[config.mk]
export PLATFORM = sky130hd
export DESIGN_NAME = stim_seq_nand
export DESIGN_NICKNAME = d
export VERILOG_FILES = /design/src/rtl/stim_pkg.sv /design/src/rtl/seq_gen.sv /design/src/rtl/stim_seq_nand.sv
export SDC_FILE = /design/constraint.sdc
export NUM_CORES = 1
export LEC_CHECK = 0
export ABC_AREA = 1
export BUFFER_PORTS_ARGS = -buffer_cell sky130_fd_sc_hd__buf_2
export CORE_AREA = 8 8 61 63
export CTS_BUF_LIST = sky130_fd_sc_hd__clkbuf_4
export DETAILED_ROUTE_END_ITERATION = 16
export DIE_AREA = 0 0 69 71
export GPL_TIMING_DRIVEN = 0
export HOLD_SLACK_MARGIN = 0.15
export PLACE_DENSITY = 0.83
export SYNTH_ARGS = -nofsm -noshare
export SYNTH_HDL_FRONTEND = slang
export SYNTH_SLANG_ARGS = --single-unit
export TNS_END_PERCENT = 20
[constraint.sdc]
create_clock -name clk -period 1.9 [get_ports clk]
set_input_delay 0.095 -clock clk [delete_from_list [all_inputs] [get_ports clk]]
set_output_delay 0.095 -clock clk [all_outputs]
set_load 0.01 [all_outputs]
[src/rtl/stim_pkg.sv]
// Shared encodings for the NAND stimulus sequencer: sequence modes and FSM states.
// Imported by the sequencer top and the reusable vector generator.
package stim_pkg;

  localparam logic [1:0] MODE_BIN_UP = 2'b00;
  localparam logic [1:0] MODE_GRAY   = 2'b01;
  localparam logic [1:0] MODE_BIN_DN = 2'b10;

  typedef enum logic [1:0] {
    ST_IDLE = 2'd0,
    ST_RUN  = 2'd1,
    ST_DONE = 2'd2
  } state_t;

endpackage

[src/rtl/seq_gen.sv]
// Combinational step/mode -> stimulus vector mapping; zero latency, no flow control.
// Unknown mode (2'b11) falls back to binary up.
module seq_gen
  import stim_pkg::*;
#(
  parameter int WIDTH = 2
) (
  input  logic [WIDTH-1:0] step,
  input  logic [1:0]       mode,
  output logic [WIDTH-1:0] vec
);

  always_comb begin
    vec = step;
    case (mode)
      MODE_GRAY:   vec = step ^ (step >> 1);
      MODE_BIN_DN: vec = ~step;
      default:     vec = step;
    endcase
  end

endmodule

[src/rtl/stim_seq_nand.sv]
// Clocked stimulus sequencer for a 2-input NAND: steps a through a pattern, checks c
// at the end of each hold window and counts mismatches; first vector appears the cycle after start.
module stim_seq_nand
  import stim_pkg::*;
#(
  parameter int WIDTH       = 2,
  parameter int STEP_CYCLES = 2,
  parameter int ERR_W       = 8
) (
  input  logic             clk,
  input  logic             rst,
  input  logic             start,
  input  logic [1:0]       mode,
  input  logic [3:0]       reps,
  input  logic             c,
  output logic [WIDTH-1:0] a,
  output logic             valid,
  output logic             busy,
  output logic             done,
  output logic [ERR_W-1:0] err_cnt
);

  localparam logic [3:0]       HOLD_LAST = 4'(STEP_CYCLES - 1);
  localparam logic [WIDTH-1:0] STEP_LAST = '1;
  localparam logic [WIDTH-1:0] STEP_ONE  = WIDTH'(1);
  localparam logic [ERR_W-1:0] ERR_ONE   = ERR_W'(1);
  localparam logic [ERR_W-1:0] ERR_MAX   = '1;

  state_t           state_q, state_d;
  logic [WIDTH-1:0] step_q, step_d;
  logic [3:0]       pass_q, pass_d;
  logic [3:0]       hold_q, hold_d;
  logic [3:0]       reps_q, reps_d;
  logic [1:0]       mode_q, mode_d;
  logic [ERR_W-1:0] err_q, err_d;
  logic [WIDTH-1:0] seq_vec;

  seq_gen #(.WIDTH(WIDTH)) u_seq_gen (
    .step (step_q),
    .mode (mode_q),
    .vec  (seq_vec)
  );

  always_comb begin
    state_d = state_q;
    step_d  = step_q;
    pass_d  = pass_q;
    hold_d  = hold_q;
    reps_d  = reps_q;
    mode_d  = mode_q;
    err_d   = err_q;
    a       = '0;
    valid   = 1'b0;
    busy    = 1'b0;
    done    = 1'b0;
    case (state_q)
      ST_IDLE: begin
        if (start) begin
          mode_d  = mode;
          reps_d  = reps;
          step_d  = '0;
          pass_d  = '0;
          hold_d  = '0;
          err_d   = '0;
          state_d = ST_RUN;
        end
      end
      ST_RUN: begin
        a     = seq_vec;
        valid = 1'b1;
        busy  = 1'b1;
        if (hold_q == HOLD_LAST) begin
          hold_d = '0;
          // c is assumed settled by the final cycle of the hold window
          if ((c != ~&seq_vec) && (err_q != ERR_MAX)) begin
            err_d = err_q + ERR_ONE;
          end
          if (step_q != STEP_LAST) begin
            step_d = step_q + STEP_ONE;
          end else if (pass_q < reps_q) begin
            pass_d = pass_q + 4'd1;
            step_d = '0;
          end else begin
            state_d = ST_DONE;
          end
        end else begin
          hold_d = hold_q + 4'd1;
        end
      end
      ST_DONE: begin
        done    = 1'b1;
        state_d = ST_IDLE;
      end
      default: state_d = ST_IDLE;
    endcase
  end

  always_ff @(posedge clk) begin
    if (rst) begin
      state_q <= ST_IDLE;
      step_q  <= '0;
      pass_q  <= '0;
      hold_q  <= '0;
      reps_q  <= '0;
      mode_q  <= '0;
      err_q   <= '0;
    end else begin
      state_q <= state_d;
      step_q  <= step_d;
      pass_q  <= pass_d;
      hold_q  <= hold_d;
      reps_q  <= reps_d;
      mode_q  <= mode_d;
      err_q   <= err_d;
    end
  end

  assign err_cnt = err_q;

endmodule
==> results_dict.tcl, run 1 <==
set metrics [dict create \
    final_cells 294 \
    rr_worst_depth 14 \
    synth_common_cells "nand2_1, nor2_1, dfxtp_1" \
    yosys.area.top_type_share 0.3355 \
    dp.cells 279 \
    synth.avg_cell_area_um2 6.926 \
    die_height_um 71 \
    root_buffer "clkbuf_4" \
    grt_pass1_wl_um 5954 \
    crit_fanout 5 \
    drv_cap 0 \
    ys_seq_elements 26 \
    row_count 20 \
    slew_headroom 0.6597 \
    fin_hold_ws_ps 183.4 \
    cts.sinks 26 \
    status "finished clean" \
    critPathBufInv 4 \
    initial_core_util 0.5439 \
    n_fill_cell 256 \
    cts_tree "built" \
    slowest_stage "dfxtp_2" \
    hp-class "in2reg" \
    holdPathStages 5 \
    layout-drive-gt1-share 0.1992 \
    syn_inst 224 \
    synth-edff-count 0 \
    syn_nets 245 \
    io_pins 23 \
    core-area_um2 2853 \
    arrival_ps 2030 \
    critPathLaunch "mode_q[0]" \
    gp_congestion 0.8203 \
    detail_route.vias_per_cell 5.221 \
    setup_violations 0 \
    slowest_delay_ps 370 \
    antennaDiodeCount 0 \
    power_leakage_nw 0.9160 \
    yosys_warnings 0 \
    register_area_um2 521.8 \
    grt_use_total 0.1400 \
    crit_cells 14 \
    insertion_delay_ps 340 \
    hp-start "start" \
    synth.largest_area_cell "dfxtp_1" \
    cts_buffer_depth 2 \
    critPathKind "reg2reg" \
    synth.distinct_cells 26 \
    grt_max_degree 14 \
    max_freq_ghz 0.5674 \
    cp_top_family "simple AND/OR/NAND/NOR gates" \
    vias 1535 \
    dieArea_um2 4899 \
    cp_cell_sequence "inv_1 > ha_1 > inv_2 > nand2_1 > nand2_1 > nand2_1 > inv_2 > nand2_1 > nand2_1 > nand3_4 > nand2_4 > buf_4 > nand2_2 > a21oi_2" \
    cp.required_ps 2170 \
    crit_path_end_kind "flop" \
    syn_to_final_growth_pct 19.03 \
    setup_tns_ps 0 \
    multiInputGateArea_um2 895.9 \
    clk_pin_slew_ps 160 \
    skew_ps 17.75 \
    grt_pass1_vias 1429 \
    h-tree-depth 1 \
    max-vdd-ir-drop_mv 0.4160 \
    cp-start-kind "flop" \
    syn_area_um2 1551 \
    power_density_nw_per_um2 656.8 \
    synth_most_common_cell "nand2_1" \
    async_reset_ff_frac 0 \
    io_buffer_count 22 \
    cts-buffers-inserted 3 \
    worst_pin_slew_ps 510.5 \
    nets 284 \
    worstReg2RegStart "mode_q[0]" \
    synthTopCellsByArea "dfxtp_1, nand2_1, ha_1" \
    antenna_found_initial 0 \
    period_share 0.9275 \
    drt-wirelength-per-cell_um 12.35 \
    crit_top_cell "nand2_1" \
    first_iter_violations 68 \
    route.detailed.drc 0 \
    ant_nets 0 \
    finalMaxSlewViolations 0 \
    hold_viol 0 \
    overflow 0 \
    first_pass_iters 4 \
    dp_hpwl_um 2558 \
    finalCriticalPeriod_ps 1762 \
    totalWireLength_um 3630 \
    synth_flop_cell "dfxtp_1" \
    die_w_um 69 \
    ys_seq_area_frac 0.3355 \
]
-- tightest hold or removal path, cell delays in order --
cell and delay (ps):
buf_2 110, inv_1 60, nand2_1 70, nand2_1 110, nor3_1 50
-- layout by cell type, fill, tap and decap left out --
cell type	synthesis	layout
a21oi_1	19	19
a21oi_2	2	2
buf_2	2	24
buf_4	2	6
buf_6	1	1
clkbuf_1	2	2
clkbuf_4	0	3
dfxtp_1	26	25
dfxtp_2	0	1
dlygate4sd3_1	0	8
ha_1	11	11
inv_1	23	23
inv_2	4	4
nand2_1	46	46
nand2_2	4	3
nand2_4	1	2
nand3_1	17	16
nand3_2	1	2
nand3_4	1	1
nand3b_1	5	5
nand4_1	2	2
nor2_1	34	34
nor2_4	1	1
nor3_1	2	2
o21ai_0	9	9
o21ai_1	1	1
or2_2	2	2
xnor2_1	1	1
xor2_1	5	5
-- per-layer routing --
metal / wire, um / part of all wire / GRT usage / up-vias
met5: 0 / 0 / 0 / -
met4: 86 / 0.024 / 0.05695 / 0
met3: 133 / 0.037 / 0.02098 / 11
met2: 1789 / 0.49 / 0.2469 / 38
met1: 1620 / 0.45 / 0.1641 / 701
li1: - / - / - / 785
-- state kept, by name, indices dropped and copies added (netlist names) --
register and count:
err_cnt 8, hold_q 4, pass_q 4, reps_q 4, mode_q 2, state_q 2, step_q 2
-- power breakdown --
| part | switching (W) | total, W | leakage, nW | internal (W) |
|---|---|---|---|---|
| clock | 0.000177 | 0.000252 | 0.0138 | 0.0000747 |
| combinational | 0.000206 | 0.000345 | 0.689 | 0.000139 |
| sequential | 0.0000331 | 0.000616 | 0.213 | 0.000583 |
| total | 0.000416 | 0.00121 | 0.916 | 0.000797 |
-- kinds of logic after synthesis --
group                    count (synthesis)  share of synthesized area
AO/OA/AOI/OAI                           31                     0.1048
adder cells (fa/ha/maj)                 11                    0.08871
flip-flops                              26                     0.3355
buffers and inverters                   34                    0.09354
AND/OR/NAND/NOR                        116                     0.3435
XOR/XNOR                                 6                    0.03387
-- path summary, 6_finish.rpt --
kind         slack [ps]    endpoint
max                 140  err_cnt[6]
min                 180  state_q[1]
max reg2reg         140  err_cnt[6]
min reg2reg         480   reps_q[3]
-- timing repair --
action                                 CTS  global route
hold buffers                             8             0
buffers inserted                         0             3
resized for setup                        0             4
setup endpoints to repair                0             6
endpoints found under the hold margin    8             0
-- per-stage QoR --
stage	cell area, um2	total power (W)	worst slack, ps	utilization
2_1_floorplan	1551	0.0008502	282.1	-
3_3_place_gp	1703	0.0009273	163.6	0.5969
3_5_place_dp	1703	0.0009341	114.3	0.5969
4_1_cts	1805	0.001183	84.95	0.6329
5_1_grt	1847	0.001274	-23.85	0.6474
6_report	1847	0.001213	137.7	0.6474
-- area by class of cell --
type,instances,area share
tap,33,0.02236
timing repair buffer,34,0.1192
sequential,26,0.2825
multi-input combinational,164,0.4851
clock buffer,3,0.01220
inverter,27,0.05488
buffer,7,0.02371
(Power assumes the default switching activity.)
==> run 2: changes to the inputs <==
--- a/config.mk
+++ b/config.mk
@@ -7,13 +7,14 @@
 export LEC_CHECK = 0
 export ABC_AREA = 1
 export BUFFER_PORTS_ARGS = -buffer_cell sky130_fd_sc_hd__buf_2
-export CORE_AREA = 8 8 61 63
+export CORE_AREA = 8 8 68 70
 export CTS_BUF_LIST = sky130_fd_sc_hd__clkbuf_4
 export DETAILED_ROUTE_END_ITERATION = 16
-export DIE_AREA = 0 0 69 71
+export DIE_AREA = 0 0 76 78
 export GPL_TIMING_DRIVEN = 0
 export HOLD_SLACK_MARGIN = 0.15
-export PLACE_DENSITY = 0.83
+export PLACE_DENSITY = 0.68
+export RECOVER_POWER = 25
 export SYNTH_ARGS = -nofsm -noshare
 export SYNTH_HDL_FRONTEND = slang
 export SYNTH_SLANG_ARGS = --single-unit
==> run 2 against run 1 <==
Compared with the run above:
- sequential share of layout area down 0.49 points
- count of clock-buffer cells in the layout unchanged
- global-route usage down 2.2 points
- total power up 11%
- cell count up 5.4%
- via count down 2.0%
- worst setup slack better by 5.6 ps
- design area up 1.8%
- largest power group unchanged
- routed wire length down 3.0%
- hold slack better by 20 ps
==> results_dict.tcl, run 2 (synthesis gave the netlist of run 1 again) <==
set metrics [dict create \
    slew_headroom 0.6361 \
    r2r_end "err_cnt[5]" \
    overflow 0 \
    die_w_um 76 \
    clk_pin_slew_ps 160 \
    hold_end "state_q[1]" \
    drt-wirelength-per-cell_um 11.36 \
    grt_use_total 0.1178 \
    critPathKind "reg2reg" \
    first_iter_violations 52 \
    max-vdd-ir-drop_mv 0.2997 \
    row_count 22 \
    reg2reg_setup_slack_ps 140 \
    cts_buffer_depth 2 \
    hold_viol 0 \
    grt_pass1_vias 1385 \
    rsz0062_at_grt "false" \
    status "finished clean" \
    first_pass_iters 4 \
    hp-class "in2reg" \
    finalMaxSlewViolations 0 \
    fin_hold_ws_ps 203.7 \
    grt_max_degree 16 \
    register_area_um2 521.8 \
    drv_cap 0 \
    critPathBufInv 4 \
    syn_to_final_growth_pct 21.13 \
    detail_route.vias_per_cell 4.852 \
    antenna_found_initial 0 \
    crit_path_end_kind "flop" \
    core-area_um2 3551 \
    rr_worst_depth 14 \
    period_share 0.9246 \
    hp-start "start" \
    ant_nets 0 \
    holdPathStages 5 \
    io_pins 23 \
    cts_tree "built" \
    dieArea_um2 5928 \
    n_fill_cell 359 \
    die_height_um 78 \
    antennaDiodeCount 0 \
    cp_top_family "simple AND/OR/NAND/NOR gates" \
    power_leakage_nw 0.8875 \
    post-route-util 0.5292 \
    cp_cell_sequence "inv_1 > ha_1 > inv_2 > nand2_1 > nand2_1 > nand2_1 > inv_2 > nand2_1 > nand2_1 > nand3_4 > nand2_4 > buf_4 > nand2_2 > a21oi_2" \
    root_buffer "clkbuf_4" \
    finalPower_w 0.001342 \
    largest_register_ff_count 8 \
    grt_pass1_wl_um 6030 \
    power_density_nw_per_um2 714.0 \
    gp_congestion 0.7727 \
    fin_area_um2 1879 \
    crit_fanout 5 \
    cp-start-kind "flop" \
    layout-drive-gt1-share 0.1641 \
    max_freq_ghz 0.5692 \
    cts-buffers-inserted 3 \
    initial_core_util 0.4369 \
    cts.sinks 26 \
    setup_violations 0 \
    crit_top_cell "nand2_1" \
    multiInputGateArea_um2 890.9 \
    slowest_stage "dfxtp_2" \
    final_common_cell "nand2_1" \
    finalCriticalPeriod_ps 1757 \
    worst_pin_slew_ps 545.8 \
    setup_tns_ps 0 \
    nets 284 \
    totalWireLength_um 3521 \
    worstReg2RegStart "mode_q[0]" \
    slowest_delay_ps 370 \
    critPathLaunch "mode_q[0]" \
    vias 1504 \
    route.detailed.drc 0 \
    layout_common_cells "nand2_1, nor2_1, dfxtp_1" \
    dp_hpwl_um 2517 \
    placed_cell_area_um2 1722 \
    cp.required_ps 2160 \
    io_buffer_count 22 \
    insertion_delay_ps 330 \
    h-tree-depth 1 \
    arrival_ps 2010 \
    skew_ps 23.55 \
]
[run 2: cell types whose count changed in the layout (fill, tap and decap cells not counted)]
cell	delta
clkbuf_1	+9
bufinv_16	+1
nand3_2	-1
nand3_1	+1
buf_2	-9
[run 2: worst min-delay path, stage by stage]
cell	delay, ps
buf_2	110
inv_1	70
nand2_1	80
nand2_1	110
nor3_1	50
[run 2: power by group]
part / internal [W] / switching, W
logic: 0.000135 / 0.000204
registers: 0.000583 / 0.0000331
clock network: 0.000213 / 0.000174
[run 2: per-layer routing]
layer	up-vias	wire length [um]	track usage
met3	4	132	0.02074
li1	791	-	-
met4	0	40	0.04706
met2	28	1625	0.2014
met5	-	0	0
met1	681	1722	0.1424
[run 2: cell type report]
type                    count  area share
well taps                  48     0.03196
multi-input cells         164      0.4740
clock buffers               3     0.01198
inverters                  27     0.05393
repair buffers             34      0.1112
flip-flops and latches     26      0.2776
clock inverters             1     0.01598
plain buffers               7     0.02330
[run 2: how the worst max path moves through the flow]
stage | cells past startpoint | slack (ps) | endpoint
floorplan | 15 | 280 | err_cnt[2]
global placement | 13 | 140 | err_cnt[2]
detailed placement | 15 | 120 | err_cnt[2]
CTS | 15 | 70 | err_cnt[2]
global route | 15 | 2 | err_cnt[3]
finish | 14 | 140 | err_cnt[5]
[run 2: timing repair]
action                     CTS  global route
setup buffers                0             3
resized for setup            0             4
hold endpoints to repair     8             0
hold buffers                 8             0
setup endpoints to repair    0             6
[run 2: per-stage QoR]
step           setup slack (ps)  cells
6_report                  143.3    310
5_1_grt                   1.719    310
4_1_cts                   72.61    306
3_5_place_dp              115.6    294
3_3_place_gp              142.5    294
2_1_floorplan             282.1    224
